<file path="config.mk">
export PLATFORM = sky130hd
export DESIGN_NAME = div_arbiter
export DESIGN_NICKNAME = d
export VERILOG_FILES = /design/src/rtl/div_arb_pkg.sv /design/src/rtl/div_pipe.sv /design/src/rtl/divider_cell.sv /design/src/rtl/div_arbiter.sv
export SDC_FILE = /design/constraint.sdc
export NUM_CORES = 1
export LEC_CHECK = 0
export BUFFER_PORTS_ARGS = -buffer_cell sky130_fd_sc_hd__clkbuf_2
export CAP_MARGIN = 20
export CORE_ASPECT_RATIO = 0.5
export CORE_UTILIZATION = 50
export CTS_BUF_LIST = sky130_fd_sc_hd__clkbuf_4
export CTS_CLUSTER_DIAMETER = 200
export DETAILED_ROUTE_END_ITERATION = 10
export PLACE_DENSITY = 0.76
export SLEW_MARGIN = 15
export SYNTH_ARGS = -nofsm -noshare
export SYNTH_HDL_FRONTEND = slang
export SYNTH_SLANG_ARGS = --single-unit
</file>
<file path="constraint.sdc">
create_clock -name clk -period 2.75 [get_ports clk]
set_input_delay 0.55 -clock clk [delete_from_list [all_inputs] [get_ports clk]]
set_output_delay 0.55 -clock clk [all_outputs]
set_load 0.01 [all_outputs]
</file>
<file path="src/rtl/div_arb_pkg.sv">
// div_arb_pkg: shared definitions for the divider arbiter.
//   lat()         number of divider stages for an N/M divider (one quotient bit each)
//   tag_w()       requester tag width for a given requester count
//   tag_stage_t   one slot of the tag pipeline that travels beside the divider
// Optional feature macro: DIV_ARB_DIV0_FLAG_EN adds a div0 bit to each tag slot.
package div_arb_pkg;

    function automatic int lat(input int n, input int m);
        return n - m + 1;
    endfunction

    function automatic int tag_w(input int nreq);
        return (nreq > 1) ? $clog2(nreq) : 1;
    endfunction

    // The struct lives in the package, so its tag field is sized for the
    // largest supported requester count; smaller configurations leave the
    // upper tag bits at zero.
    localparam int MAX_NREQ = 8;
    localparam int TAG_W    = tag_w(MAX_NREQ);

    typedef struct packed {
        logic             vld;
        logic [TAG_W-1:0] tag;
`ifdef DIV_ARB_DIV0_FLAG_EN
        logic             div0;
`endif
    } tag_stage_t;

endpackage

</file>
<file path="src/rtl/div_pipe.sv">
// div_pipe: LAT-stage divider_cell chain with the requester tag pipeline
// beside it. Everything advances every cycle; there are no stalls.
//   en/dividend/divisor  issue-register outputs feeding stage 1
//   tag_in               tag slot entering with the operands
//   quotient/remainder   last-stage results
//   tag_out              tag slot aligned with quotient/remainder
module div_pipe
    import div_arb_pkg::*;
#(
    parameter int N = 16,
    parameter int M = 8
) (
    input  logic         clk,
    input  logic         rst,
    input  logic         en,
    input  logic [N-1:0] dividend,
    input  logic [M-1:0] divisor,
    input  tag_stage_t   tag_in,
    output logic [N-M:0] quotient,
    output logic [M-1:0] remainder,
    output tag_stage_t   tag_out
);

    localparam int STAGES = lat(N, M);
    localparam int QW     = N - M + 1;
    localparam int LW     = N - M;

    // Index k is the input of cell k; index k+1 is its registered output.
    logic [STAGES:0]         rdy;
    logic [STAGES:0][QW-1:0] merch;
    logic [STAGES:0][M-1:0]  dvs;
    logic [STAGES:0][LW-1:0] kp;
    logic [STAGES:1][M-1:0]  rem;

    assign rdy[0]   = en;
    assign merch[0] = '0;
    assign dvs[0]   = divisor;
    assign kp[0]    = dividend[LW-1:0];

    for (genvar k = 0; k < STAGES; k++) begin : g_cell
        logic [M:0] cell_dvd;
        if (k == 0) begin : g_first
            assign cell_dvd = {1'b0, dividend[N-1:LW]};
        end else begin : g_rest
            // bring down the next dividend bit, MSB first
            assign cell_dvd = {rem[k], kp[k][LW-k]};
        end
        divider_cell #(.N(N), .M(M)) u_cell (
            .clk         (clk),
            .rst         (rst),
            .en          (rdy[k]),
            .dividend    (cell_dvd),
            .divisor     (dvs[k]),
            .merchant_ci (merch[k]),
            .dividend_ci (kp[k]),
            .rdy         (rdy[k+1]),
            .merchant    (merch[k+1]),
            .remainder   (rem[k+1]),
            .divisor_kp  (dvs[k+1]),
            .dividend_kp (kp[k+1])
        );
    end

    // Last-stage forwarding outputs have no consumer; the tag slot carries validity.
    logic unused_tail;
    assign unused_tail = ^{rdy[STAGES], dvs[STAGES], kp[STAGES]};

    assign quotient  = merch[STAGES];
    assign remainder = rem[STAGES];

    tag_stage_t [STAGES:1] tag_q;

    always_ff @(posedge clk) begin
        if (rst) tag_q <= '0;
        else     tag_q <= {tag_q[STAGES-1:1], tag_in};
    end

    assign tag_out = tag_q[STAGES];

endmodule

</file>
<file path="src/rtl/divider_cell.sv">
// divider_cell: one registered restoring-division stage.
//   en/rdy        stage valid in / registered valid out
//   dividend      M+1-bit partial remainder with the next dividend bit appended
//   divisor       divisor, forwarded as divisor_kp
//   merchant_ci   quotient bits so far; merchant = merchant_ci shifted left + this bit
//   dividend_ci   remaining low dividend bits, forwarded as dividend_kp
//   remainder     partial remainder after this stage
module divider_cell #(
    parameter int N = 16,
    parameter int M = 8
) (
    input  logic           clk,
    input  logic           rst,
    input  logic           en,
    input  logic [M:0]     dividend,
    input  logic [M-1:0]   divisor,
    input  logic [N-M:0]   merchant_ci,
    input  logic [N-M-1:0] dividend_ci,
    output logic           rdy,
    output logic [N-M:0]   merchant,
    output logic [M-1:0]   remainder,
    output logic [M-1:0]   divisor_kp,
    output logic [N-M-1:0] dividend_kp
);

    logic       ge;
    logic [M:0] diff;

    assign ge   = dividend >= {1'b0, divisor};
    assign diff = dividend - {1'b0, divisor};

    // The top quotient bit is shifted out and the subtraction result always
    // fits in M bits when ge is set, so these bits carry nothing.
    logic unused_bits;
    assign unused_bits = ^{merchant_ci[N-M], diff[M]};

    always_ff @(posedge clk) begin
        if (rst) begin
            rdy         <= 1'b0;
            merchant    <= '0;
            remainder   <= '0;
            divisor_kp  <= '0;
            dividend_kp <= '0;
        end else begin
            rdy <= en;
            if (en) begin
                merchant    <= {merchant_ci[N-M-1:0], ge};
                remainder   <= ge ? diff[M-1:0] : dividend[M-1:0];
                divisor_kp  <= divisor;
                dividend_kp <= dividend_ci;
            end
        end
    end

endmodule

</file>
<file path="src/rtl/div_arbiter.sv">
// div_arbiter: round-robin sharing of one pipelined restoring divider
// between NREQ requesters, with per-requester in-flight limits.
//   clk, rst                 clock, synchronous active-high reset
//   req_valid/req_ready      per-requester request and combinational grant
//   req_dividend/divisor     packed operands, requester i at [i*N +: N] / [i*M +: M]
//   rsp_valid                one-hot result strobe, LAT+1 cycles after transfer
//   rsp_quotient/remainder   shared result bus, zero when no response
//   rsp_div0                 divide-by-zero flag (only with DIV_ARB_DIV0_FLAG_EN)
//   busy                     some division is in flight
// Optional feature macro: DIV_ARB_DIV0_FLAG_EN.
module div_arbiter
    import div_arb_pkg::*;
#(
    parameter int NREQ    = 3,
    parameter int N       = 16,
    parameter int M       = 8,
    parameter int MAX_OUT = 4
) (
    input  logic              clk,
    input  logic              rst,
    input  logic [NREQ-1:0]   req_valid,
    input  logic [NREQ*N-1:0] req_dividend,
    input  logic [NREQ*M-1:0] req_divisor,
    output logic [NREQ-1:0]   req_ready,
    output logic [NREQ-1:0]   rsp_valid,
    output logic [N-M:0]      rsp_quotient,
    output logic [M-1:0]      rsp_remainder,
`ifdef DIV_ARB_DIV0_FLAG_EN
    output logic              rsp_div0,
`endif
    output logic              busy
);

    localparam int QW = N - M + 1;
    localparam int TW = tag_w(NREQ);
    localparam int CW = $clog2(MAX_OUT + 1);

    logic [NREQ-1:0][CW-1:0] out_cnt;
    logic [TW-1:0]           ptr;
    logic [TW-1:0]           gidx;
    logic                    xfer;
    logic [NREQ-1:0]         elig;

    logic          iss_vld;
    logic [TW-1:0] iss_tag;
    logic [N-1:0]  iss_dvd;
    logic [M-1:0]  iss_dvs;

    tag_stage_t    tag_in;
    tag_stage_t    tag_out;
    logic [QW-1:0] pipe_q;
    logic [M-1:0]  pipe_r;

    // A full requester is released in the same cycle its result returns,
    // so one slot frees and refills without a bubble.
    always_comb begin
        elig = '0;
        for (int i = 0; i < NREQ; i++)
            elig[i] = req_valid[i] && ((out_cnt[i] < CW'(MAX_OUT)) || rsp_valid[i]);
    end

    // Search starts at ptr and wraps; first eligible requester wins.
    always_comb begin
        int idx;
        idx       = 0;
        req_ready = '0;
        gidx      = '0;
        xfer      = 1'b0;
        for (int k = 0; k < NREQ; k++) begin
            idx = (int'(ptr) + k) % NREQ;
            if (!xfer && elig[idx]) begin
                xfer = 1'b1;
                gidx = TW'(idx);
            end
        end
        if (xfer) req_ready[gidx] = 1'b1;
    end

    always_ff @(posedge clk) begin
        if (rst) begin
            iss_vld <= 1'b0;
            iss_tag <= '0;
            iss_dvd <= '0;
            iss_dvs <= '0;
            ptr     <= '0;
        end else begin
            iss_vld <= xfer;
            if (xfer) begin
                iss_tag <= gidx;
                iss_dvd <= req_dividend[int'(gidx)*N +: N];
                iss_dvs <= req_divisor[int'(gidx)*M +: M];
                ptr     <= (int'(gidx) == NREQ - 1) ? '0 : gidx + 1'b1;
            end
        end
    end

    // A grant always transfers (eligibility implies valid).
    always_ff @(posedge clk) begin
        if (rst) begin
            out_cnt <= '0;
        end else begin
            for (int i = 0; i < NREQ; i++) begin
                case ({req_ready[i], rsp_valid[i]})
                    2'b10:   out_cnt[i] <= out_cnt[i] + 1'b1;
                    2'b01:   if (out_cnt[i] != '0) out_cnt[i] <= out_cnt[i] - 1'b1;
                    default: ;
                endcase
            end
        end
    end

    always_comb begin
        tag_in     = '0;
        tag_in.vld = iss_vld;
        tag_in.tag = TAG_W'(iss_tag);
`ifdef DIV_ARB_DIV0_FLAG_EN
        tag_in.div0 = iss_vld && (iss_dvs == '0);
`endif
    end

    div_pipe #(.N(N), .M(M)) u_pipe (
        .clk       (clk),
        .rst       (rst),
        .en        (iss_vld),
        .dividend  (iss_dvd),
        .divisor   (iss_dvs),
        .tag_in    (tag_in),
        .quotient  (pipe_q),
        .remainder (pipe_r),
        .tag_out   (tag_out)
    );

    always_comb begin
        rsp_valid = '0;
        for (int i = 0; i < NREQ; i++)
            rsp_valid[i] = tag_out.vld && (tag_out.tag == TAG_W'(i));
        rsp_quotient  = tag_out.vld ? pipe_q : '0;
        rsp_remainder = tag_out.vld ? pipe_r : '0;
`ifdef DIV_ARB_DIV0_FLAG_EN
        rsp_div0 = tag_out.vld && tag_out.div0;
        if (rsp_div0) begin
            rsp_quotient  = '1;
            rsp_remainder = '0;
        end
`endif
    end

    assign busy = |out_cnt;

endmodule

</file>
# == After elaboration in Yosys (flattened, before gate mapping) ==
# Cells that the tools add are included.
# word_totals
ff_bits,291
latchBits,0
ramBits,0
mem_bits_ro,0
input_bits,77
out_inout_bits,24
n_memories,0
# classes
n_addsub,18
n_mul,0
div,3
magnitude_cmp,17
eq_ne,12
shift,2
mux,36
bitwise_logic,0
reduce_logical,25
# ops
operator,count
$lt 32x4->1 const B,3
$mux 8,10
$ge 9x8->1,8
$sub 8x8->8,9
$mod 32x3->32 const B,2
$shiftx 48x7->16,1
$mod 3x3->32 const B,1
$shiftx 24x6->8,1
$pmux 3 s2,3
$mux 3,4
$mux 1,10
$add 3x1->3 const B,3
$logic_and 1x1->1,9
$lt 3x3->1 const B,3
$mux 9,1
$reduce_bool 3->1,3
$reduce_or 9->1,1
$sub 3x1->3 const B,3
$eq 2x2->1 const B,4
$ge 8x8->1,1
$mux 2,4
$bmux 1 s2,3
$eq 2x1->1 const B,3
$ne 2x2->1 const B,3
13 further kinds,20

# == Depth between registers and ports, before layout ==
# Gate-level depths: netlist of the first run.
# logic_depth
word_depth,22
mapped_depth,15

# == Modules after synthesis ==
# A second synthesis of the first run with hierarchy kept.
# hier_totals
cells_unflattened,2008
area_unflattened_um2,18238.7
# by_module_without_submodules
mod,n_inst,cells_per_inst,area_each_um2
divider_cell (u_pipe.g_cell[1].u_cell ...),8,182,1637.8
div_arbiter,1,285,2411.1
divider_cell (u_pipe.g_cell[0].u_cell),1,187,1696.6
div_pipe,1,80,1028.5

# == Worst setup path after synthesis of the first run ==
# No wires, ideal clock.
# synth_timing
path_type,register -> register
start,reg ptr[0]
end,reg out_cnt[5] in the netlist's numbering
setup_ns,0.128
arrival_ns,2.784
required_time_ns,2.622
path_slack_ns,-0.161
path_stages_with_launch,16
n_path_buf,3
period_less_slack_ns,2.911
path_cell_list,dfxtp_1 > inv_1 > ha_1 > clkbuf_1 > or2_2 > a211oi_1 > nor4b_2 > buf_2 > buf_2 > inv_1 > nand2_1 > fa_1 > and2_1 > mux2i_1 > xor2_1 > nor2_1
# synth_via
elab_chain_cells,19
word_cells_on_any_way,36
cone_classes,add/sub (2); div (3); order compare (2); eq/ne (3); mux (19); reduce/logical (7)
# synth_rtl
item,line_no,source
start: declaration,div_arbiter.sv:39,logic [TW-1:0] ptr;
start signal: assignment,div_arbiter.sv:92,ptr <= (int'(gidx) == NREQ - 1) ? '0 : gidx + 1'b1;
"parallel branches: the longest is 15 deep, another holds $mod 32x3->32",-,
$mux 3 (*),div_arbiter.sv:76,if (xfer) req_ready[gidx] = 1'b1;
net req_ready[1],div_arbiter.sv:24,"output logic [NREQ-1:0] req_ready,"
$eq 2x1->1 or $eq 2x2->1 (tied branches),div_arbiter.sv:103,"case ({req_ready[i], rsp_valid[i]})"
$ne 2x2->1 (no source line) or $reduce_bool 2->1 (tied branches),-,
$reduce_and 2->1 (no source line),-,
end signal: indexed assignment,div_arbiter.sv:104,2'b10: out_cnt[i] <= out_cnt[i] + 1'b1;
end: declaration,div_arbiter.sv:38,logic [NREQ-1:0][CW-1:0] out_cnt;
# Mark *: on every way through the listed nets, which the timed path passes. The select of a mux whose other input is x is not followed.
# A chain may end at the register's enable or synchronous reset.

# == Final worst setup path of the first run ==
# layout_timing
start,reg ptr[0]
end,out req_ready[1]
# layout_via
elab_chain_cells,16
word_cells_on_any_way,30
cone_classes,add/sub (2); div (3); order compare (2); mux (18); reduce/logical (5)
# layout_rtl
item,line_no
"parallel branches: the longest is 15 deep, another holds $mod 32x3->32",-
$mux 3 (*),div_arbiter.sv:76
end: declaration,div_arbiter.sv:24
# Mark *: on every way between the ends. The select of a mux whose other input is x is not followed.

==> results by group, run 1 <==
Run status
  – Outcome: complete, but fails checks
  – Failing checks: setup timing

Yosys
  – Top_reg_cell synth: dfxtp_1
  – Synth top area share: 38.2%
  – Leading area contributor after synthesis: dfxtp_1
  – Yosys reg bits: 282
  – YS warnings: 0
  – Largest family of logic cells by synthesized area: simple AND/OR/NAND/NOR gates
  – Register area share after synthesis: 38.2%
  – Synth area leaders: dfxtp_1 38%, mux2i_1 11%, ha_1 6.3%
  – Post-Synth Simple-Gate Area: 18.9%
  – Async SR Flop Fraction: 0%
  – Cells after Synth: 1,643
  – Post-Syn Area per Cell: 8.98 sq um
  – Multiplexer share of the synthesized area: 12.6%
  – Complex-gate fraction of the synthesized area: 16.0%
  – Mapped Area: 14,800 sq um
  – Synth Area in Adders: 7.90%
  – Syn_nets: 1,806
  – Post-synth cell types: 68
  – EDFF count, synth: 0
  – Synth Area in XOR/XNOR: 0.831%

Clocking
  – TritonCTS clock tree: built
  – H-tree depth: 3
  – CTS root buf: clkbuf_4
  – Worst skew pair latency: 0.71 ns
  – CTS Buf Count: 68
  – CTS Sinks: 282
  – Clock Tree Buf Depth: 3
  – Clk slew on worst S/H paths: 0.07 ns

Placement
  – Post-placement cell area: 15,800 sq um
  – Final Wtd Congestion: 0.880
  – Hpwl dp: 23.2 mm
  – Dpl cells: 2,087
  – Port Buffers: 100

Layout
  – Most common cell after layout, fill and taps aside: dfxtp_1
  – Multi-input logic area: 8440 sq um
  – Fillcell total: 2,458
  – Nets@finish: 1,948
  – Synth-to-layout area growth: 15.3%
  – Non-filler instance count after layout: 2,226
  – Most frequent cells in the layout: 279 x dfxtp_1, 236 x nor2_1, 156 x mux2i_1, 109 x inv_1, 101 x clkbuf_4
  – Layout cells sized above 1: 18.7%
  – FF+latch area: 5650 sq um
  – Post-layout instance area: 17,000 sq um

Timing
  – Max Freq: 0.360 GHz
  – Max_slew headroom: 39.2%
  – Final Cycle Share: 101%
  – # setup viols final: 1
  – Final hold vios: 0
  – Max-slew violation count: 0
  – Clk_skew: 0.0443 ns
  – Worst Max-Slew Pin Slew: 0.911 ns
  – RSZ-0062 raised after global routing: yes
  – Final Critical Period: 2.78 ns
  – Final worst-path setup slack: -0.0301 ns

Critical path
  – CP Data Arrival Time: 2.23 ns
  – Slowest stage cell, crit path: nor4b_4
  – R2R setup slack: 0.14 ns
  – Crit path max fanout: 7
  – Crit end category: output pin
  – Data required, critical path: 2.20 ns
  – Kind of critical path: flip-flop to output pin
  – Worst setup SP type: flip-flop
  – Critical Path Max Stage Delay: 0.36 ns
  – CP Cell Sequence: inv_2 -> ha_4 -> or2_4 -> a211oi_4 -> nor4b_4 -> clkbuf_16 -> buf_6

Detailed routing
  – Drt first pass iters: 5
  – Metal3 WL: 1.32 mm
  – Vias: 12,333
  – DRC viols: 0
  – DR top layer: met4
  – Avg Vias per Cell: 5.54
  – Wirelength per Cell: 15.3 um
  – Met1 WL: 16.7 mm
  – WL met2: 15.4 mm
  – Drt total wl: 34.0 mm
  – Post-route ant nets: 0
  – Violation count after the first detailed-route iteration: 902

GRT
  – GRT Resource Usage Total: 22.6%
  – GR Overflow Total: 0
  – Largest net degree at the start of global routing: 101
  – Vias in the first global route: 11,653
  – Initial antenna violation count: 1
  – First-pass GRT wire length: 56.4 mm

Die
  – Core area: 29,000 sq um
  – Top-Level Pins: 101
  – Die Area: 30,300 sq um
  – Starting Density: 50.9%
  – Die Wd: 245 um
  – Core Rows: 44
  – Die Y: 124 um

Power
  – Worst IR Drop VDD: 0.297 mV
  – P_leak: 0.00640 uW
  – Power density over the cells: 608 nW/um^2

Flow run
  – Max Cap Violations: 0

Hold path
  – Worst min-delay path category: input port to flip-flop
-- cell usage after synthesis (9+ instances only) --
library cell and number:
and2_1 19, xnor2_1 13, nor3_1 18, mux2i_1 156, nand4_1 41, clkbuf_1 76, a21oi_1 31, o21ai_0 55
or2_2 11, buf_1 9, dfxtp_1 282, o22ai_1 10, nand3b_1 26, or3_1 21, nor3b_1 10, a311oi_1 33
a21o_1 13, ha_1 74, o311ai_0 25, nor2b_1 46, fa_1 12, nand2b_1 15, a211oi_1 20, o21a_1 53
mux2_2 27, o31a_1 34, inv_1 111, o211ai_1 12, nand3_1 15, nand2_1 52, nor2_1 236
-- routing by layer --
metal | vias to the layer above | track usage [%]
met5 | - | 0
met4 | 0 | 7.34
met3 | 58 | 4.45
met2 | 240 | 36.7
met1 | 5805 | 30.4
li1 | 6230 | -
-- registers in the layout, indices dropped and copies added, names as in the netlist, 8 cells and up --
register / flops
u_pipe.g_cell.u_cell.remainder: 72
u_pipe.g_cell.u_cell.divisor_kp: 64
u_pipe.g_cell.u_cell.merchant: 45
u_pipe.g_cell.u_cell.dividend_kp: 36
u_pipe.tag_q: 19
iss_dvd: 16
out_cnt: 9
iss_dvs: 8
-- worst max-delay path, delay by kind of cell (launching register included) --
| kind | cells | cell delay (ns) |
|---|---|---|
| compound gates | 1 | 0.05 |
| fa+ha+maj | 1 | 0.31 |
| buf+inv | 3 | 0.35 |
| flops | 1 | 0.34 |
| simple gates | 2 | 0.52 |
-- area by class of cell --
type                    instances  share of cell area, %
clock inverters                18                  0.713
inverters                     111                   2.45
repair buffers                168                   6.73
clock buffers                 101                   4.45
well taps                     391                   2.87
flip-flops and latches        282                   33.2
multi-input cells            1154                   49.6
diodes                          1                 0.0147
-- power by group --
| group | internal (uW) | switching (uW) | total, uW |
|---|---|---|---|
| Clock | 1870 | 1680 | 3550 |
| Combinational | 1090 | 1260 | 2340 |
| Sequential | 4270 | 178 | 4450 |
| Total | 7220 | 3120 | 10300 |
-- metrics by stage --
step | TNS, ns | setup WS [ns] | power, uW | util (%) | hold slack, ns
after floorplan | 0 | 0.0123 | 6150 | - | 0.414
after global placement | 0 | 0.157 | 6650 | 54.4 | 0.418
after detailed placement | 0 | 0.133 | 6680 | 54.4 | 0.420
after CTS | -0.0981 | -0.0527 | 10400 | 58.4 | 0.0512
after global routing | -0.253 | -0.144 | 10900 | 58.7 | 0.0779
final | -0.0301 | -0.0301 | 10300 | 58.7 | 0.0986
-- path summary, 6_finish.rpt --
path,cells past startpoint,end,start
min,3,iss_dvd[11],req_dividend[27]
min reg2reg,1,u_pipe.tag_q[20],u_pipe.tag_q[16]
max reg2reg,14,out_cnt[8],ptr[0]
max,7,req_ready[1],ptr[0]
-- kinds of logic after synthesis --
| kind of cell | after synthesis |
|---|---|
| adders and majority gates | 86 |
| AOI/OAI and AO/OA | 322 |
| buffers and inverters | 207 |
| and+or+nand+nor | 549 |
| DFF | 282 |
| muxes | 183 |
| xor gates and xnor gates | 14 |
-- repair_timing --
action                     CTS  global route
setup buffers               15             4
pin swaps                    8            10
hold buffers                 0             0
gates cloned                 2             0
gates resized for setup     30            14
setup endpoints to repair    3             7
(Power assumes the default switching activity.)
==> inputs of run 2 (changes only) <==
--- a/config.mk
+++ b/config.mk
@@ -12,7 +12,7 @@
 export CTS_BUF_LIST = sky130_fd_sc_hd__clkbuf_4
 export CTS_CLUSTER_DIAMETER = 200
 export DETAILED_ROUTE_END_ITERATION = 10
-export PLACE_DENSITY = 0.76
+export PLACE_DENSITY = 0.73
 export SLEW_MARGIN = 15
 export SYNTH_ARGS = -nofsm -noshare
 export SYNTH_HDL_FRONTEND = slang
==> constraint.sdc (replaced) <==
create_clock -name clk -period 3.2 [get_ports clk]
set_input_delay 0.64 -clock clk [delete_from_list [all_inputs] [get_ports clk]]
set_output_delay 0.64 -clock clk [all_outputs]
set_load 0.01 [all_outputs]
==> run 2 against run 1 <==
Effect of this change:
- the flow now finishes without violations
- via count decreased by 2.9%
- highest routed layer unchanged
- clock skew is 0.018 ns higher
- routed wire length down 5.1%
- global-route usage down 1.1 points
- die area did not move
- count of clock-buffer cells in the layout shrank 10
- final area down 2.3%
- worst setup slack better by 0.16 ns
==> results by group, run 2 (synthesis gave the netlist of run 1 again) <==
Layout
  – Most common cell after layout, fill and taps aside: dfxtp_1
  – Largest registers: u_pipe.g_cell.u_cell.remainder: 72 flops, u_pipe.g_cell.u_cell.divisor_kp: 64 flops, u_pipe.g_cell.u_cell.merchant: 45 flops
  – Fillcell total: 2,600
  – Most frequent cells in the layout: 281 x dfxtp_1, 236 x nor2_1, 156 x mux2i_1, 111 x inv_1, 99 x clkbuf_2
  – Max FFs per register: 72
  – Non-filler instance count after layout: 2,185
  – Nets@finish: 1,920
  – Synth-to-layout area growth: 12.7%
  – Layout cells sized above 1: 16.3%
  – Final Core Density: 57.4%
  – Largest reg by FF count: u_pipe.g_cell.u_cell.remainder

Power
  – Internal power: 6160 uW
  – Comb pwr share: 21.7%
  – Power density over the cells: 526 nW/um^2
  – Net Switching: 2590 uW
  – Flop pwr share: 43.7%
  – P_leak: 0.00619 uW
  – Worst IR Drop VDD: 0.263 mV
  – Switching Fraction: 29.6%
  – Clk network pwr share: 34.5%
  – Power Total: 8750 uW

Detailed routing
  – Post-route ant nets: 0
  – Drt first pass iters: 5
  – Avg Vias per Cell: 5.48
  – DRC viols: 0
  – Violation count after the first detailed-route iteration: 672
  – Wirelength per Cell: 14.8 um
  – Vias: 11,975
  – Drt total wl: 32.3 mm

GRT
  – Initial antenna violation count: 1
  – Largest net degree at the start of global routing: 132
  – First-pass GRT wire length: 53.4 mm
  – GR Overflow Total: 0
  – Vias in the first global route: 11,119
  – GRT Resource Usage Total: 21.5%

Timing
  – Final hold vios: 0
  – Final TNS setup: 0 ns
  – Max_slew headroom: 30.3%
  – Clk_skew: 0.0625 ns
  – Final Cycle Share: 95.8%
  – Final Critical Period: 3.07 ns
  – # setup viols final: 0
  – Max-slew violation count: 0
  – Max Freq: 0.326 GHz
  – RSZ-0062 raised after global routing: no
  – Worst Max-Slew Pin Slew: 1.04 ns

Clocking
  – CTS root buf: clkbuf_4
  – CTS Sinks: 282
  – Clk slew on worst S/H paths: 0.07 ns
  – CTS Buf Count: 67
  – Clock Tree Buf Depth: 3
  – CTS hold repair buffers: 0
  – TritonCTS clock tree: built
  – Worst skew pair latency: 0.75 ns
  – H-tree depth: 3

Placement
  – Port Buffers: 100
  – Final Wtd Congestion: 0.868
  – Dpl cells: 2,076
  – Hpwl dp: 22.9 mm

Flow run
  – Max Cap Violations: 0

Critical path
  – Data required, critical path: 2.56 ns
  – CP Cell Sequence: inv_1 -> ha_2 -> or2_2 -> a211oi_2 -> nor4b_4 -> buf_12 -> clkbuf_2
  – CP Data Arrival Time: 2.43 ns
  – Crit end category: output pin
  – Worst setup SP type: flip-flop
  – Kind of critical path: flip-flop to output pin
  – Number of buffers and inverters on the critical path: 3
  – Slowest stage cell, crit path: dfxtp_1
  – R2R setup slack: 0.51 ns
  – Largest delay contributor family on the critical path: simple AND/OR/NAND/NOR gates
  – Crit path max fanout: 14
  – Critical Path Max Stage Delay: 0.39 ns

Die
  – Top-Level Pins: 101
  – Core Rows: 44
  – Die Area: 30,300 sq um
  – Core area: 29,000 sq um
  – Starting Density: 50.9%
  – Die Wd: 245 um
  – Die Y: 124 um

Run status
  – Outcome: finished, final reports clean

Hold path
  – Worst min-delay path category: input port to flip-flop
[run 2: changes by cell type in the layout (fill, tap and decap cells not counted), moves of 3 or more]
cell      delta
buf_4       -24
clkbuf_4    -10
clkinv_1     -7
buf_6        -4
inv_2        -4
nand2_1      +4
nand2_2      -4
clkbuf_2     +3
[run 2: metrics by stage]
step	worst slack (ns)	area [sq um]	hold slack, ns
final	0.133	16600	0.176
after global routing	0.00138	16600	0.117
after detailed placement	0.295	15700	0.424
after floorplan	0.289	14800	0.414
after global placement	0.325	15700	0.420
after CTS	0.00202	16600	0.108
[run 2: repair_timing]
item,in CTS,in global routing
setup endpoints to repair,2,3
buffers inserted,0,2
hold endpoints to repair,0,0
gates cloned,0,1
pin swaps,0,2
resized for setup,7,5
[run 2: worst paths after layout]
kind / from / to / depth (start not counted)
setup / recovery: ptr[1] / req_ready[1] / 7
hold / removal: req_dividend[16] / iss_dvd[0] / 3
setup reg to reg: u_pipe.g_cell[2].u_cell.divisor_kp[1] / u_pipe.g_cell[3].u_cell.remainder[6] / 8
hold reg to reg: u_pipe.tag_q[4] / u_pipe.tag_q[8] / 1
[run 2: layout make-up]
class / count / area, sq um / area share, %
multi-input cells: 1154 / 8350 / 50.2
diodes: 1 / 2.50 / 0.0150
flip-flops and latches: 282 / 5650 / 33.9
repair buffers: 141 / 881 / 5.29
clock inverters: 14 / 169 / 1.01
inverters: 111 / 417 / 2.50
clock buffers: 91 / 683 / 4.10
well taps: 391 / 489 / 2.94
[run 2: routing by layer]
layer  vias to the layer above  wire length (um)  track usage, %
met3                        57              1260            4.93
met4                         0               572            6.76
li1                       6156                 -               -
met2                       188             14400            34.8
met1                      5574             16000            28.6
met5                         -                 0               0
[run 2: worst reg2reg max path, stage by stage, from the launching register on]
cell and delay, ns:
dfxtp_1 0.44, inv_1 0.07, ha_1 0.29, nor2b_4 0.13, o31a_1 0.27, o31a_1 0.30, o221a_1 0.37, o221a_1 0.32
a2111oi_2 0.37
[run 2: power by group through the flow]
| stage | clock, uW | combinational (uW) | sequential, uW |
|---|---|---|---|
| after global placement | 0 | 1820 | 3900 |
| after detailed placement | 0 | 1840 | 3900 |
| after global routing | 3330 | 2110 | 3840 |
| final | 3020 | 1900 | 3830 |
| after floorplan | 0 | 1450 | 3820 |
| after CTS | 3110 | 1860 | 3830 |
